`config.mk`:
```
export PLATFORM = sky130hd
export DESIGN_NAME = pipe_hazard_ctrl_flat
export DESIGN_NICKNAME = d
export VERILOG_FILES = /design/src/rtl/pipe_hazard_if.sv /design/src/rtl/pipe_hazard_ctrl.sv /design/src/flat_wrapper.sv
export SDC_FILE = /design/constraint.sdc
export NUM_CORES = 1
export LEC_CHECK = 0
export ABC_AREA = 0
export BUFFER_PORTS_ARGS = -buffer_cell sky130_fd_sc_hd__buf_2
export CAP_MARGIN = 20
export CORE_MARGIN = 10
export CORE_UTILIZATION = 25
export CTS_CLUSTER_SIZE = 28
export DETAILED_ROUTE_END_ITERATION = 16
export GPL_TIMING_DRIVEN = 1
export PLACE_DENSITY = 0.41
export SYNTH_ARGS = -nofsm -noshare
export SYNTH_HDL_FRONTEND = slang
export SYNTH_SLANG_ARGS = --single-unit
```
`constraint.sdc`:
```
create_clock -name i_clk -period 3.7 [get_ports i_clk]
set_input_delay 0 -clock i_clk [delete_from_list [all_inputs] [get_ports i_clk]]
set_output_delay 0 -clock i_clk [all_outputs]
set_load 0.05 [all_outputs]
```
`src/rtl/pipe_hazard_if.sv`:
```
// Decode-side hazard bus between the pipeline datapath and the hazard controller.
// The master drives decode and redirect information, and the slave returns the enables and forwarding selects.
interface pipe_hazard_if;
    localparam int unsigned REG_AW = 5;
    localparam int unsigned FWD_W  = 2;

    logic              i_id_valid;
    logic [REG_AW-1:0] i_id_rs1;
    logic [REG_AW-1:0] i_id_rs2;
    logic              i_id_use_rs1;
    logic              i_id_use_rs2;
    logic [REG_AW-1:0] i_id_rd;
    logic              i_id_regwrite;
    logic              i_id_memread;
    logic              i_id_halt;
    logic              i_ex_redirect;

    logic              o_pc_en;
    logic              o_ifid_en;
    logic              o_ifid_flush;
    logic              o_idex_bubble;
    logic [FWD_W-1:0]  o_fwd_a;
    logic [FWD_W-1:0]  o_fwd_b;
    logic              o_retire_halt;
    logic              o_halted;

    modport master (
        output i_id_valid, i_id_rs1, i_id_rs2, i_id_use_rs1, i_id_use_rs2,
               i_id_rd, i_id_regwrite, i_id_memread, i_id_halt, i_ex_redirect,
        input  o_pc_en, o_ifid_en, o_ifid_flush, o_idex_bubble,
               o_fwd_a, o_fwd_b, o_retire_halt, o_halted
    );

    modport slave (
        input  i_id_valid, i_id_rs1, i_id_rs2, i_id_use_rs1, i_id_use_rs2,
               i_id_rd, i_id_regwrite, i_id_memread, i_id_halt, i_ex_redirect,
        output o_pc_en, o_ifid_en, o_ifid_flush, o_idex_bubble,
               o_fwd_a, o_fwd_b, o_retire_halt, o_halted
    );
endinterface

```
`src/rtl/pipe_hazard_ctrl.sv`:
```
// Five-stage pipeline hazard controller.
// It tracks shadow EX/MEM/WB slots and generates stalls, operand forwarding, flushes and the EBREAK halt sequence.
module pipe_hazard_ctrl #(
    parameter bit FWD_EN = 1'b1
) (
    input  logic          i_clk,
    input  logic          i_rst_n,
    pipe_hazard_if.slave  bus
);
    localparam int unsigned REG_AW = 5;
    localparam int unsigned FWD_W  = 2;

    localparam logic [FWD_W-1:0] FWD_RF  = 2'b00;
    localparam logic [FWD_W-1:0] FWD_MEM = 2'b01;
    localparam logic [FWD_W-1:0] FWD_WB  = 2'b10;

    // EX needs memread for load-use detection; later slots only matter as producers or for halt
    typedef struct packed {
        logic              valid;
        logic [REG_AW-1:0] rd;
        logic              regwrite;
        logic              memread;
        logic              halt;
    } ex_slot_t;

    typedef struct packed {
        logic              valid;
        logic [REG_AW-1:0] rd;
        logic              regwrite;
        logic              halt;
    } late_slot_t;

    typedef enum logic [1:0] {
        ST_RUN     = 2'd0,
        ST_DRAIN   = 2'd1,
        ST_HALTED  = 2'd2
    } state_e;

    state_e            state_q, state_d;
    ex_slot_t          ex_q, ex_d;
    late_slot_t        mem_q, mem_d;
    late_slot_t        wb_q, wb_d;
    logic [FWD_W-1:0]  fwd_a_q, fwd_a_d;
    logic [FWD_W-1:0]  fwd_b_q, fwd_b_d;
    logic              halted_q, halted_d;

    logic              ex_rs1_c, ex_rs2_c;
    logic              mem_rs1_c, mem_rs2_c;
    logic              wb_rs1_c, wb_rs2_c;
    logic              load_use_c, any_raw_c, raw_stall_c;
    logic              run_c, id_adv_c, retire_halt_c;

    // x0 is hardwired, so it never produces a value worth waiting for or forwarding
    function automatic logic produces(input logic valid, input logic regwrite,
                                      input logic [REG_AW-1:0] rd,
                                      input logic [REG_AW-1:0] rs);
        return valid & regwrite & (rd == rs) & (rs != REG_AW'(0));
    endfunction

    function automatic logic [FWD_W-1:0] fwd_sel(input logic ex_hit, input logic mem_hit);
        if (ex_hit)       return FWD_MEM;
        else if (mem_hit) return FWD_WB;
        else              return FWD_RF;
    endfunction

    // Operand matches against every in-flight producer
    always_comb begin
        ex_rs1_c  = produces(ex_q.valid,  ex_q.regwrite,  ex_q.rd,  bus.i_id_rs1);
        ex_rs2_c  = produces(ex_q.valid,  ex_q.regwrite,  ex_q.rd,  bus.i_id_rs2);
        mem_rs1_c = produces(mem_q.valid, mem_q.regwrite, mem_q.rd, bus.i_id_rs1);
        mem_rs2_c = produces(mem_q.valid, mem_q.regwrite, mem_q.rd, bus.i_id_rs2);
        wb_rs1_c  = produces(wb_q.valid,  wb_q.regwrite,  wb_q.rd,  bus.i_id_rs1);
        wb_rs2_c  = produces(wb_q.valid,  wb_q.regwrite,  wb_q.rd,  bus.i_id_rs2);
    end

    // Stall, advance and the combinational enables
    always_comb begin
        load_use_c = bus.i_id_valid & ex_q.memread &
                     ((ex_rs1_c & bus.i_id_use_rs1) | (ex_rs2_c & bus.i_id_use_rs2));
        any_raw_c  = bus.i_id_valid &
                     ((bus.i_id_use_rs1 & (ex_rs1_c | mem_rs1_c | wb_rs1_c)) |
                      (bus.i_id_use_rs2 & (ex_rs2_c | mem_rs2_c | wb_rs2_c)));
        raw_stall_c = FWD_EN ? load_use_c : any_raw_c;

        run_c         = (state_q == ST_RUN);
        id_adv_c      = bus.i_id_valid & run_c & ~raw_stall_c & ~bus.i_ex_redirect;
        retire_halt_c = wb_q.valid & wb_q.halt;
    end

    // A taken redirect kills the stalled instruction anyway, so the fetch side keeps moving
    assign bus.o_pc_en       = run_c & (~raw_stall_c | bus.i_ex_redirect);
    assign bus.o_ifid_en     = run_c & (~raw_stall_c | bus.i_ex_redirect);
    assign bus.o_ifid_flush  = run_c & bus.i_ex_redirect;
    assign bus.o_idex_bubble = ~id_adv_c;
    assign bus.o_retire_halt = retire_halt_c;
    assign bus.o_fwd_a       = fwd_a_q;
    assign bus.o_fwd_b       = fwd_b_q;
    assign bus.o_halted      = halted_q;

    // Halt sequencing: once EBREAK issues, everything older is already ahead of it
    always_comb begin
        state_d = state_q;
        case (state_q)
            ST_RUN: begin
                if (id_adv_c && bus.i_id_halt) state_d = ST_DRAIN;
            end
            ST_DRAIN: begin
                if (retire_halt_c) state_d = ST_HALTED;
            end
            ST_HALTED: begin
                state_d = ST_HALTED;
            end
            default: begin
                state_d = ST_RUN;
            end
        endcase
        halted_d = (state_d == ST_HALTED);
    end

    // Shadow slot shift and forwarding-select capture
    always_comb begin
        ex_d  = '0;
        mem_d = '0;
        wb_d  = '0;
        if (id_adv_c) begin
            ex_d.valid    = 1'b1;
            ex_d.rd       = bus.i_id_rd;
            ex_d.regwrite = bus.i_id_regwrite;
            ex_d.memread  = bus.i_id_memread;
            ex_d.halt     = bus.i_id_halt;
        end
        mem_d.valid    = ex_q.valid;
        mem_d.rd       = ex_q.rd;
        mem_d.regwrite = ex_q.regwrite;
        mem_d.halt     = ex_q.halt;
        wb_d           = mem_q;

        fwd_a_d = FWD_RF;
        fwd_b_d = FWD_RF;
        if (id_adv_c && FWD_EN) begin
            fwd_a_d = fwd_sel(ex_rs1_c, mem_rs1_c);
            fwd_b_d = fwd_sel(ex_rs2_c, mem_rs2_c);
        end
    end

    always_ff @(posedge i_clk or negedge i_rst_n) begin
        if (!i_rst_n) begin
            state_q  <= ST_RUN;
            ex_q     <= '0;
            mem_q    <= '0;
            wb_q     <= '0;
            fwd_a_q  <= FWD_RF;
            fwd_b_q  <= FWD_RF;
            halted_q <= 1'b0;
        end else begin
            state_q  <= state_d;
            ex_q     <= ex_d;
            mem_q    <= mem_d;
            wb_q     <= wb_d;
            fwd_a_q  <= fwd_a_d;
            fwd_b_q  <= fwd_b_d;
            halted_q <= halted_d;
        end
    end

endmodule

```
`src/flat_wrapper.sv`:
```
// flat-port wrapper written by rule: the top's interface ports become plain ports
module pipe_hazard_ctrl_flat 
#(
    parameter bit FWD_EN = 1'b1
)
  (i_clk, i_rst_n, bus_i_id_valid, bus_i_id_rs1, bus_i_id_rs2, bus_i_id_use_rs1, bus_i_id_use_rs2, bus_i_id_rd, bus_i_id_regwrite, bus_i_id_memread, bus_i_id_halt, bus_i_ex_redirect, bus_o_pc_en, bus_o_ifid_en, bus_o_ifid_flush, bus_o_idex_bubble, bus_o_fwd_a, bus_o_fwd_b, bus_o_retire_halt, bus_o_halted);
  pipe_hazard_if bus_i ();
  input  logic i_clk;
  input  logic i_rst_n;
  input wire logic [$bits(bus_i.i_id_valid)-1:0] bus_i_id_valid;
  input wire logic [$bits(bus_i.i_id_rs1)-1:0] bus_i_id_rs1;
  input wire logic [$bits(bus_i.i_id_rs2)-1:0] bus_i_id_rs2;
  input wire logic [$bits(bus_i.i_id_use_rs1)-1:0] bus_i_id_use_rs1;
  input wire logic [$bits(bus_i.i_id_use_rs2)-1:0] bus_i_id_use_rs2;
  input wire logic [$bits(bus_i.i_id_rd)-1:0] bus_i_id_rd;
  input wire logic [$bits(bus_i.i_id_regwrite)-1:0] bus_i_id_regwrite;
  input wire logic [$bits(bus_i.i_id_memread)-1:0] bus_i_id_memread;
  input wire logic [$bits(bus_i.i_id_halt)-1:0] bus_i_id_halt;
  input wire logic [$bits(bus_i.i_ex_redirect)-1:0] bus_i_ex_redirect;
  output wire logic [$bits(bus_i.o_pc_en)-1:0] bus_o_pc_en;
  output wire logic [$bits(bus_i.o_ifid_en)-1:0] bus_o_ifid_en;
  output wire logic [$bits(bus_i.o_ifid_flush)-1:0] bus_o_ifid_flush;
  output wire logic [$bits(bus_i.o_idex_bubble)-1:0] bus_o_idex_bubble;
  output wire logic [$bits(bus_i.o_fwd_a)-1:0] bus_o_fwd_a;
  output wire logic [$bits(bus_i.o_fwd_b)-1:0] bus_o_fwd_b;
  output wire logic [$bits(bus_i.o_retire_halt)-1:0] bus_o_retire_halt;
  output wire logic [$bits(bus_i.o_halted)-1:0] bus_o_halted;
  assign bus_i.i_id_valid = bus_i_id_valid;
  assign bus_i.i_id_rs1 = bus_i_id_rs1;
  assign bus_i.i_id_rs2 = bus_i_id_rs2;
  assign bus_i.i_id_use_rs1 = bus_i_id_use_rs1;
  assign bus_i.i_id_use_rs2 = bus_i_id_use_rs2;
  assign bus_i.i_id_rd = bus_i_id_rd;
  assign bus_i.i_id_regwrite = bus_i_id_regwrite;
  assign bus_i.i_id_memread = bus_i_id_memread;
  assign bus_i.i_id_halt = bus_i_id_halt;
  assign bus_i.i_ex_redirect = bus_i_ex_redirect;
  assign bus_o_pc_en = bus_i.o_pc_en;
  assign bus_o_ifid_en = bus_i.o_ifid_en;
  assign bus_o_ifid_flush = bus_i.o_ifid_flush;
  assign bus_o_idex_bubble = bus_i.o_idex_bubble;
  assign bus_o_fwd_a = bus_i.o_fwd_a;
  assign bus_o_fwd_b = bus_i.o_fwd_b;
  assign bus_o_retire_halt = bus_i.o_retire_halt;
  assign bus_o_halted = bus_i.o_halted;
  pipe_hazard_ctrl #(.FWD_EN(FWD_EN)) u_core (.i_clk(i_clk), .i_rst_n(i_rst_n), .bus(bus_i));
endmodule
```
==> impl_metrics.tcl, run 1 <==
set metrics [dict create \
    crit_arrival_ns 2.30 \
    nets 179 \
    end_kind "output port" \
    totalWireLength_um 2871 \
    yosys.cell_types.count 25 \
    seqPwrFrac_pct 50.3 \
    clkLatencyLatePin_ns 0.27 \
    top_layer "met4" \
    seq_area_frac_synth_pct 53.39 \
    post-route-period-util_pct 62.21 \
    regArea_um2 650.6 \
    grt_max_degree 27 \
    place.gp.congestion 0.8085 \
    cts_setup_buffers 0 \
    finalWorstSetupSlack_ns 1.398 \
    power_frac_comb_pct 7.9 \
    status "finished clean" \
    wl_per_cell_um 12.99 \
    drt_first_pass_iters 4 \
    vias_per_cell 4.063 \
    tightest_slew_ns 0.5865 \
    setup-tns-final_ns 0 \
    wl_met3_um 104 \
    max-slew-margin-rel_pct 60.73 \
    die_x_um 89.82 \
    place_hpwl_um 2358 \
    criticalPathCategory "register to output port" \
    layout_min_cycle_time_ns 2.302 \
    yosys_warnings 0 \
    fmax_mhz 434.5 \
    holdCritPathClass "primary input to register" \
    synth_nets 135 \
    met1_length_um 1228 \
    syn_inst 111 \
    maxCapViolCount 0 \
    worstPathRequired_ns 3.70 \
    antenna_cells 0 \
    cts_resized 0 \
    clkPwrFrac_pct 41.8 \
    num_vias 898 \
    drtIter0Drc 16 \
    ant_nets 0 \
    cell_internal_pwr_uw 450.3 \
    synth_seq_cells 26 \
    numCtsBuffers 3 \
    h-tree-depth 1 \
    final.setup_skew_ns 0.001640 \
    sw_frac_of_total_pct 20.21 \
    antenna_found_initial 0 \
    final_cell_area_um2 1605 \
    multiInputGateArea_um2 518.0 \
    overflow 0 \
    grt_usage_pct 7.578 \
    slew_viol_final 0 \
    p_leak_uw 0.0008080 \
    place_ws_ns 1.716 \
    hold_viol 0 \
    core_area_um2 4723 \
    start_kind "register" \
    rows 25 \
    syn_area_um2 1219 \
    clock_path_buffers 2 \
    worst-path-max-fanout 12 \
    root_buffer "clkbuf_8" \
    start_util_pct 25.80 \
    p_sw_uw 114.0 \
    syn_area_per_cell_um2 10.98 \
    die_h_um 89.82 \
    io_pins 34 \
    dp.cells 208 \
    grt_pass1_vias 1052 \
    cts_tree "yes" \
    cellPowerDensity_nw_per_um2 351.5 \
    dpl_cell_area_um2 1444 \
    stdcell_count 221 \
    wl_met2_um 1476 \
    io_buffers 33 \
    drc 0 \
    setup_violations 0 \
    final_layout_size_suffix_gt1_share_pct 29.22 \
    whs_ns 0.04076 \
    ir_drop_uv 199.6 \
    cts_hold_buf 9 \
    rsz0062_at_grt "false" \
    clock-sinks 26 \
    n_fill_cell 489 \
    syn_to_final_growth_pct 31.72 \
    die_area_um2 8068 \
    grt_pass1_wl_um 5043 \
    cts.clk_slew.worst_paths_ns 0.09 \
]
## logic make-up after synthesis
kind of cell / synth area share, %
flip-flops: 53.39
buffers and inverters: 4.106
AND/OR/NAND/NOR: 22.18
XOR/XNOR: 13.66
AO/OA/AOI/OAI: 5.030
multiplexers: 1.643
## power by group through the flow
stage / logic, µW / registers, µW / clock network [µW]
after global routing: 49.9 / 284 / 255
after global placement: 38.5 / 290 / 0
after detailed placement: 38.5 / 290 / 0
after floorplan: 12.3 / 290 / 0
after CTS: 45.9 / 284 / 244
final: 44.6 / 284 / 236
## through the flow
step	power (µW)	utilization, %
floorplan	301.9	-
global placement	328.1	30.57
detailed placement	328.1	30.57
CTS	573.9	33.99
global route	588.9	33.99
finish	564.3	33.99
## placed cells by master, fill, tap and decap left out, types with 3 or more instances in the layout
cell type      instances
xor2_1                19
nand2_1               13
nand3_1                3
inv_1                  5
nor3_1                 6
buf_2                 33
clkbuf_8               3
a21oi_1                3
dfrtp_1               26
nor2_1                13
dlygate4sd3_1          9
## per-layer routing
metal	vias up	GRT usage, %
met3	5	1.995
met5	-	0
met4	0	4.043
met1	417	8.329
li1	457	-
met2	19	13.01
## synthesized netlist by cell type (all sizes together)
cell type,count,area [µm²]
a2111oi,1,15.01
a21boi,1,7.510
a21oi,3,15.01
and2,1,6.260
buf,4,31.27
dfrtp,26,650.6
inv,5,18.77
mux2i,2,20.02
nand2,13,48.80
nand3,4,25.02
nand4,2,12.51
nor2,13,48.80
nor2b,1,6.260
nor3,6,30.03
nor4,3,31.28
nor4b,3,53.80
o211ai,2,15.01
o32ai,1,8.760
or2b,1,7.510
xor2,19,166.4
## sequential cells by signal, indices dropped and copies added, names as in the netlist
signal / flops
u_core.bus.o_fwd_a: 2
u_core.bus.o_fwd_b: 2
u_core.bus.o_halted: 1
u_core.ex_q: 9
u_core.mem_q: 8
u_core.state_q: 2
u_core.wb_q: 2
## critical path: stages, from the launching register on
cell	delay, ns
dfrtp_1	0.42
xor2_1	0.16
nor4_1	0.48
nand4_1	0.23
a21oi_1	0.17
buf_4	0.20
or2b_1	0.12
buf_2	0.25
## path summary, 6_finish.rpt
| check | startpoint | depth (start not counted) | slack (ns) | end |
|---|---|---|---|---|
| max | u_core.ex_q[5] | 7 | 1.40 | bus_o_idex_bubble |
| min | bus_i_id_use_rs1 | 4 | 0.04 | u_core.bus.o_fwd_a[0] |
| max reg2reg | u_core.state_q[1] | 5 | 1.77 | u_core.bus.o_fwd_a[1] |
| min reg2reg | u_core.mem_q[0] | 0 | 0.35 | u_core.wb_q[0] |
| max in group asynchronous | i_rst_n | 2 | 3.07 | u_core.bus.o_fwd_b[1] |
| min in group asynchronous | i_rst_n | 2 | 0.25 | u_core.mem_q[2] |
## layout make-up
class                      instances  area share, %
sequential                        26          40.53
multi-input combinational         76          32.27
timing repair buffer              43          16.37
clock buffer                       3          2.572
inverter                           5          1.169
tap                               67          5.222
clock inverter                     1          1.871
(Power assumes the default switching activity.)
==> run 2, diff against run 1 <==
--- a/config.mk
+++ b/config.mk
@@ -5,7 +5,7 @@
 export SDC_FILE = /design/constraint.sdc
 export NUM_CORES = 1
 export LEC_CHECK = 0
-export ABC_AREA = 0
+export ABC_AREA = 1
 export BUFFER_PORTS_ARGS = -buffer_cell sky130_fd_sc_hd__buf_2
 export CAP_MARGIN = 20
 export CORE_MARGIN = 10
@@ -13,7 +13,7 @@
 export CTS_CLUSTER_SIZE = 28
 export DETAILED_ROUTE_END_ITERATION = 16
 export GPL_TIMING_DRIVEN = 1
-export PLACE_DENSITY = 0.41
+export PLACE_DENSITY = 0.43
 export SYNTH_ARGS = -nofsm -noshare
 export SYNTH_HDL_FRONTEND = slang
 export SYNTH_SLANG_ARGS = --single-unit
==> constraint.sdc (replaced) <==
create_clock -name i_clk -period 2 [get_ports i_clk]
set_input_delay 0 -clock i_clk [delete_from_list [all_inputs] [get_ports i_clk]]
set_output_delay 0 -clock i_clk [all_outputs]
set_load 0.05 [all_outputs]
==> run 2 against run 1 <==
Via count grew 13%. Largest power group unchanged. Worst hold slack got worse by 0.029 ns. Final area is 1.9% higher. Critical path depth is 1 higher. Routed wire length rose by 5.6%. Register-to-register slack got worse by 1.2 ns. Sequential power rose by 87%. Sequential cell count did not move.
==> impl_metrics.tcl, run 2 <==
set metrics [dict create \
    status "finished clean" \
    ant_nets 0 \
    place_hpwl_um 2456 \
    hold_path_end "u_core.state_q[0]" \
    drt_first_pass_iters 4 \
    path_common_cell "nand2_2" \
    r2r-start "u_core.ex_q[5]" \
    syn_inst 153 \
    synthFlopType "dfrtp_1" \
    holdCritPathClass "primary input to register" \
    worst-path-max-fanout 13 \
    synth.most_common_cell "nand2_1" \
    clkPwrFrac_pct 40.8 \
    ys_top_cells_by_area "dfrtp_1 52%, nand2_1 11%, inv_1 8.3%, nor2_2 5.0%, nand3_1 4.4%" \
    totalWireLength_um 3031 \
    syn_to_final_growth_pct 29.79 \
    grt_pass1_vias 1165 \
    ir_drop_uv 259.5 \
    cts.clk_slew.worst_paths_ns 0.09 \
    reg_top3 "u_core.ex_q x9, u_core.mem_q x8" \
    syn_area_per_cell_um2 8.235 \
    die_x_um 90.99 \
    setup_violations 0 \
    final.setup_skew_ns 0.006993 \
    cellPowerDensity_nw_per_um2 658.6 \
    wl_per_cell_um 11.52 \
    crit_slowest_cell "dfrtp_1" \
    antenna_cells 0 \
    tightest_slew_ns 0.5925 \
    cts_tree "yes" \
    min_path_cells 3 \
    worstPathRequired_ns 2.00 \
    drc 0 \
    layout_commonest_cell "nand2_1" \
    final_cell_mix "37 x nand2_1, 32 x buf_2, 28 x inv_1" \
    synth_nets 177 \
    yosys_warnings 0 \
    rows 25 \
    sw_frac_of_total_pct 21.87 \
    max-slew-margin-rel_pct 60.50 \
    post-route-period-util_pct 91.51 \
    cell_internal_pwr_uw 841.5 \
    finalPower_uw 1077 \
    crit_arrival_ns 1.83 \
    clkLatencyLatePin_ns 0.28 \
    p_sw_uw 235.5 \
    die_area_um2 8279 \
    r2r_setup_slack_ns 0.54 \
    seqPwrFrac_pct 49.3 \
    start_util_pct 26.16 \
    critPathTopFamily "simple AND/OR/NAND/NOR gates" \
    slew_viol_final 0 \
    place.gp.congestion 0.7661 \
    cts_setup_buffers 0 \
    fmax_mhz 546.4 \
    drtIter0Drc 22 \
    final_layout_size_suffix_gt1_share_pct 27.55 \
    yosys.cell_types.count 20 \
    maxCapViolCount 0 \
    numCtsBuffers 3 \
    clock_path_buffers 2 \
    cp_cell_sequence "xnor2_1, nand2_1, nor2_1, nand3_1, nand2_2, nand2_2, nand2_4, clkbuf_4" \
    netlist_top_cells_count "37 x nand2_1, 28 x inv_1, 26 x dfrtp_1, 14 x nor2_1, 11 x nand3_1" \
    seq_area_frac_synth_pct 51.64 \
    grt_usage_pct 8.045 \
    end_kind "output port" \
    num_vias 1011 \
    largest_reg_flops 9 \
    antenna_found_initial 0 \
    r2r_cells 8 \
    start_kind "register" \
    die_h_um 90.99 \
    grt_max_degree 27 \
    clock-sinks 26 \
    syn_area_um2 1260 \
    synthArstFlopShare_pct 100.0 \
    p_leak_uw 0.0008985 \
    hp-start "bus_i_id_halt" \
    h-tree-depth 1 \
    overflow 0 \
    synth.top_cell.area_share_pct 51.64 \
    cp.buffers_inverters 1 \
    root_buffer "clkbuf_8" \
    synth_seq_cells 26 \
    yosysTopAreaCell "dfrtp_1" \
    post-route-util_pct 33.95 \
    vias_per_cell 3.844 \
    io_buffers 33 \
    rr_endpoint "u_core.bus.o_fwd_a[1]" \
    synth-edff-count 0 \
    hold_viol 0 \
    cp_slowest_stage_delay_ns 0.44 \
    rsz0062_at_grt "false" \
    core_area_um2 4817 \
    regMostFlops "u_core.ex_q" \
    io_pins 34 \
    layout_min_cycle_time_ns 1.830 \
    power_frac_comb_pct 9.9 \
    criticalPathCategory "register to output port" \
    nets 221 \
    setup-tns-final_ns 0 \
    grt_pass1_wl_um 5457 \
]
## run 2: changes by cell type in the layout (fill, tap and decap cells not counted), sizes merged, moves of 3 or more
cell / before / now
nor4b: 3 / 0
nor3: 6 / 0
xnor2: 0 / 5
nand3: 4 / 11
inv: 5 / 32
xor2: 19 / 2
nor2: 13 / 24
nand2: 13 / 40
## run 2: worst max-delay path by stage
stage,from,endpoint,slack (ns),cells after the start
final,u_core.ex_q[5],bus_o_idex_bubble,0.17,8
after global placement,u_core.ex_q[5],bus_o_idex_bubble,0.47,8
after detailed placement,u_core.ex_q[5],bus_o_idex_bubble,0.44,8
after CTS,u_core.ex_q[5],bus_o_idex_bubble,0.12,8
after global routing,u_core.ex_q[5],bus_o_idex_bubble,0.01,8
after floorplan,u_core.ex_q[6],bus_o_pc_en,0.03,10
## run 2: through the flow
step	hold slack [ns]	setup slack [ns]	area (µm²)	instances
2_1_floorplan	-0.2956	0.03427	1260	153
3_3_place_gp	0.04300	0.4729	1481	251
3_5_place_dp	0.04529	0.4404	1481	251
4_1_cts	0.01294	0.1156	1633	263
5_1_grt	0.01561	0.01465	1635	263
6_report	0.01156	0.1698	1635	263
## run 2: per-layer routing
layer | track usage, % | vias to the layer above | share of wire, %
met2 | 13.90 | 18 | 47
li1 | - | 540 | -
met5 | 0 | - | 0
met3 | 1.399 | 5 | 2.9
met4 | 4.308 | 0 | 2.2
met1 | 9.235 | 448 | 47
## run 2: power by group through the flow
| stage | Combinational [µW] | Clock [µW] | Sequential [µW] |
|---|---|---|---|
| floorplan | 48.0 | 0 | 541 |
| global placement | 98.2 | 0 | 542 |
| detailed placement | 96.4 | 0 | 542 |
| CTS | 109 | 451 | 531 |
| global route | 122 | 483 | 532 |
| finish | 106 | 440 | 531 |
## run 2: area by class of cell
| type | instances | area (µm²) |
|---|---|---|
| Fill cell | 547 | 3182 |
| Multi-Input combinational cell | 93 | 461.7 |
| Inverter | 32 | 120.1 |
| Clock buffer | 3 | 41.29 |
| Tap cell | 67 | 83.83 |
| Timing Repair Buffer | 41 | 247.7 |
| Sequential cell | 26 | 650.6 |
| Clock inverter | 1 | 30.03 |
## run 2: cells by family after synthesis
group	share of synthesized area, %
AOI/OAI and AO/OA	4.867
buffers and inverters	11.72
xor gates and xnor gates	4.866
and+or+nand+nor	26.91
DFF	51.64
## run 2: worst register-to-register path: stages (launching register included)
cell and delay (ns):
dfrtp_1 0.44, xnor2_1 0.19, nand2_1 0.07, nor2_1 0.12
nand3_1 0.11, nand2_2 0.09, nand2_2 0.07, nand2_4 0.18
nor2_1 0.07
## run 2: what timing repair did
item / CTS / global route
hold buffers: 8 / 0
hold endpoints to repair: 33 / 0
gates resized for setup: 0 / 1
endpoints found under the setup margin: 0 / 1
==> run 3, diff against run 2 <==
--- a/config.mk
+++ b/config.mk
@@ -5,7 +5,6 @@
 export SDC_FILE = /design/constraint.sdc
 export NUM_CORES = 1
 export LEC_CHECK = 0
-export ABC_AREA = 1
 export BUFFER_PORTS_ARGS = -buffer_cell sky130_fd_sc_hd__buf_2
 export CAP_MARGIN = 20
 export CORE_MARGIN = 10
==> run 3 against run 2 <==
The flow now finishes with violations (negative setup slack). Final area grew 5.3%. Sequential share of layout area shrank 1.9 points. Cell count shrank 12%. Critical path depth shrank 2. Register-to-register slack lost 0.49 ns. Combinational power shrank 20%. Global-route usage shrank 0.12 points. Die area shrank 2.6%. Count of clock-buffer cells in the layout grew 1. First-iteration DRC count grew to 3.1 times the previous value. Critical path type unchanged. Critical endpoint unchanged.
==> impl_metrics.tcl, run 3 (synthesized netlist as in run 1, its figures left out) <==
set metrics [dict create \
    status "finished, violations left" \
    violations "negative setup slack" \
    criticalPathCategory "register to output port" \
    fmax_mhz 491.0 \
    cp_cell_sequence "xor2_1, a2111oi_2, nand4_1, a21oi_4, or2b_1, buf_6" \
    r2r-start "u_core.ex_q[5]" \
    post-route-util_pct 36.45 \
    vias_per_cell 4.082 \
    largest_reg_flops 9 \
    overflow 0 \
    rr_endpoint "u_core.state_q[0]" \
    dp.cells 211 \
    clock-sinks 26 \
    cp_slowest_stage_delay_ns 0.42 \
    rows 25 \
    root_buffer "clkbuf_8" \
    worst-path-max-fanout 4 \
    final_layout_size_suffix_gt1_share_pct 36.59 \
    n_fill_cell 499 \
    hold_viol 0 \
    syn_to_final_growth_pct 41.27 \
    numCtsBuffers 3 \
    place_ws_ns -0.05754 \
    die_h_um 89.82 \
    grt_usage_pct 7.929 \
    whs_ns 0.04688 \
    clkLatencyLatePin_ns 0.27 \
    max-slew-margin-rel_pct 61.77 \
    ir_drop_uv 284.6 \
    cts.clk_slew.worst_paths_ns 0.09 \
    wl_per_cell_um 13.26 \
    place_hpwl_um 2384 \
    post-route-period-util_pct 101.8 \
    maxCapViolCount 0 \
    regMostFlops "u_core.ex_q" \
    h-tree-depth 1 \
    setup-tns-final_ns -0.03681 \
    place.gp.congestion 0.9024 \
    r2r_cells 8 \
    layout_min_cycle_time_ns 2.037 \
    antenna_found_initial 0 \
    die_x_um 89.82 \
    reg_top3 "u_core.ex_q x9, u_core.mem_q x8" \
    finalWorstSetupSlack_ns -0.03681 \
    tightest_slew_ns 0.5735 \
    critPathTopFamily "compound AO/OA/AOI/OAI gates" \
    setup_violations 1 \
    r2r_setup_slack_ns 0.05 \
    grt_max_degree 27 \
    antenna_cells 0 \
    p_leak_uw 0.0008590 \
    grt_pass1_wl_um 5250 \
    crit_cells 6 \
    drc 0 \
    final_cell_mix "30 x buf_2, 25 x dfrtp_1, 18 x xor2_1" \
    worstPathRequired_ns 2.00 \
    ant_nets 0 \
    grt_pass1_vias 1097 \
    num_vias 943 \
    drtIter0Drc 68 \
    clock_path_buffers 2 \
    cts_tree "yes" \
    io_buffers 33 \
    start_kind "register" \
    stdcell_count 231 \
    io_pins 34 \
    layout_commonest_cell "buf_2" \
    drt_first_pass_iters 4 \
    end_kind "output port" \
    startpoint "u_core.ex_q[5]" \
    core_area_um2 4723 \
    start_util_pct 25.80 \
    totalWireLength_um 3063 \
    rsz0062_at_grt "true" \
    crit_arrival_ns 2.04 \
    cp-endpoint "bus_o_idex_bubble" \
    cp.buffers_inverters 1 \
    cellPowerDensity_nw_per_um2 553.4 \
    die_area_um2 8068 \
    nets 189 \
    crit_slowest_cell "dfrtp_1" \
    final.setup_skew_ns 0.007121 \
    slew_viol_final 0 \
    holdCritPathClass "primary input to register" \
    hp-start "bus_i_id_use_rs2" \
]
[run 3: power by group]
part / leakage, µW / total [µW] / internal [µW] / switching, µW
sequential: 0.000357 / 525 / 525 / 0
clock: 0.0000288 / 343 / 176 / 167
combinational: 0.000474 / 84.9 / 40.3 / 44.6
total: 0.000859 / 953 / 741 / 211
[run 3: area by class of cell]
type / instances / area [µm²] / share of cell area, %
Inverter: 5 / 18.77 / 1.090
Multi-Input combinational cell: 76 / 555.5 / 32.27
Timing Repair Buffer: 53 / 356.6 / 20.71
Tap cell: 67 / 83.83 / 4.869
Sequential cell: 26 / 651.9 / 37.86
Clock buffer: 4 / 55.05 / 3.198
[run 3: timing repair]
item | in CTS | in global routing
pin swaps | 5 | 9
hold endpoints to repair | 35 | 0
gates resized for setup | 8 | 4
setup endpoints to repair | 13 | 15
setup buffers | 6 | 4
hold buffers | 9 | 0
[run 3: how the worst min path moves through the flow]
stage / end / slack [ns] / depth (start not counted)
after floorplan: u_core.bus.o_fwd_a[0] / -0.30 / 0
after global placement: u_core.mem_q[2] / 0.04 / 1
after detailed placement: u_core.mem_q[2] / 0.05 / 1
after CTS: u_core.bus.o_fwd_b[0] / 0.04 / 4
after global routing: u_core.bus.o_fwd_a[0] / 0.09 / 4
final: u_core.bus.o_fwd_b[0] / 0.05 / 4
[run 3: worst reg2reg max path, delay by kind of cell (launching register included)]
| family | cells | cell delay, ns |
|---|---|---|
| simple gates | 1 | 0.24 |
| flops | 1 | 0.42 |
| xor+xnor | 1 | 0.17 |
| buf+inv | 3 | 0.33 |
| compound gates | 3 | 0.70 |
[run 3: metrics by stage]
step,instance area [µm²],power [µW]
3_5_place_dp,1470,606.7
3_3_place_gp,1470,606.2
5_1_grt,1722,995.0
4_1_cts,1689,966.9
2_1_floorplan,1222,558.7
6_report,1722,952.7
[run 3: routing by layer]
metal	track usage [%]	share of wire, %
met5	0	0
met4	4.582	2.5
met3	1.663	3.1
met2	13.98	54
met1	8.540	41
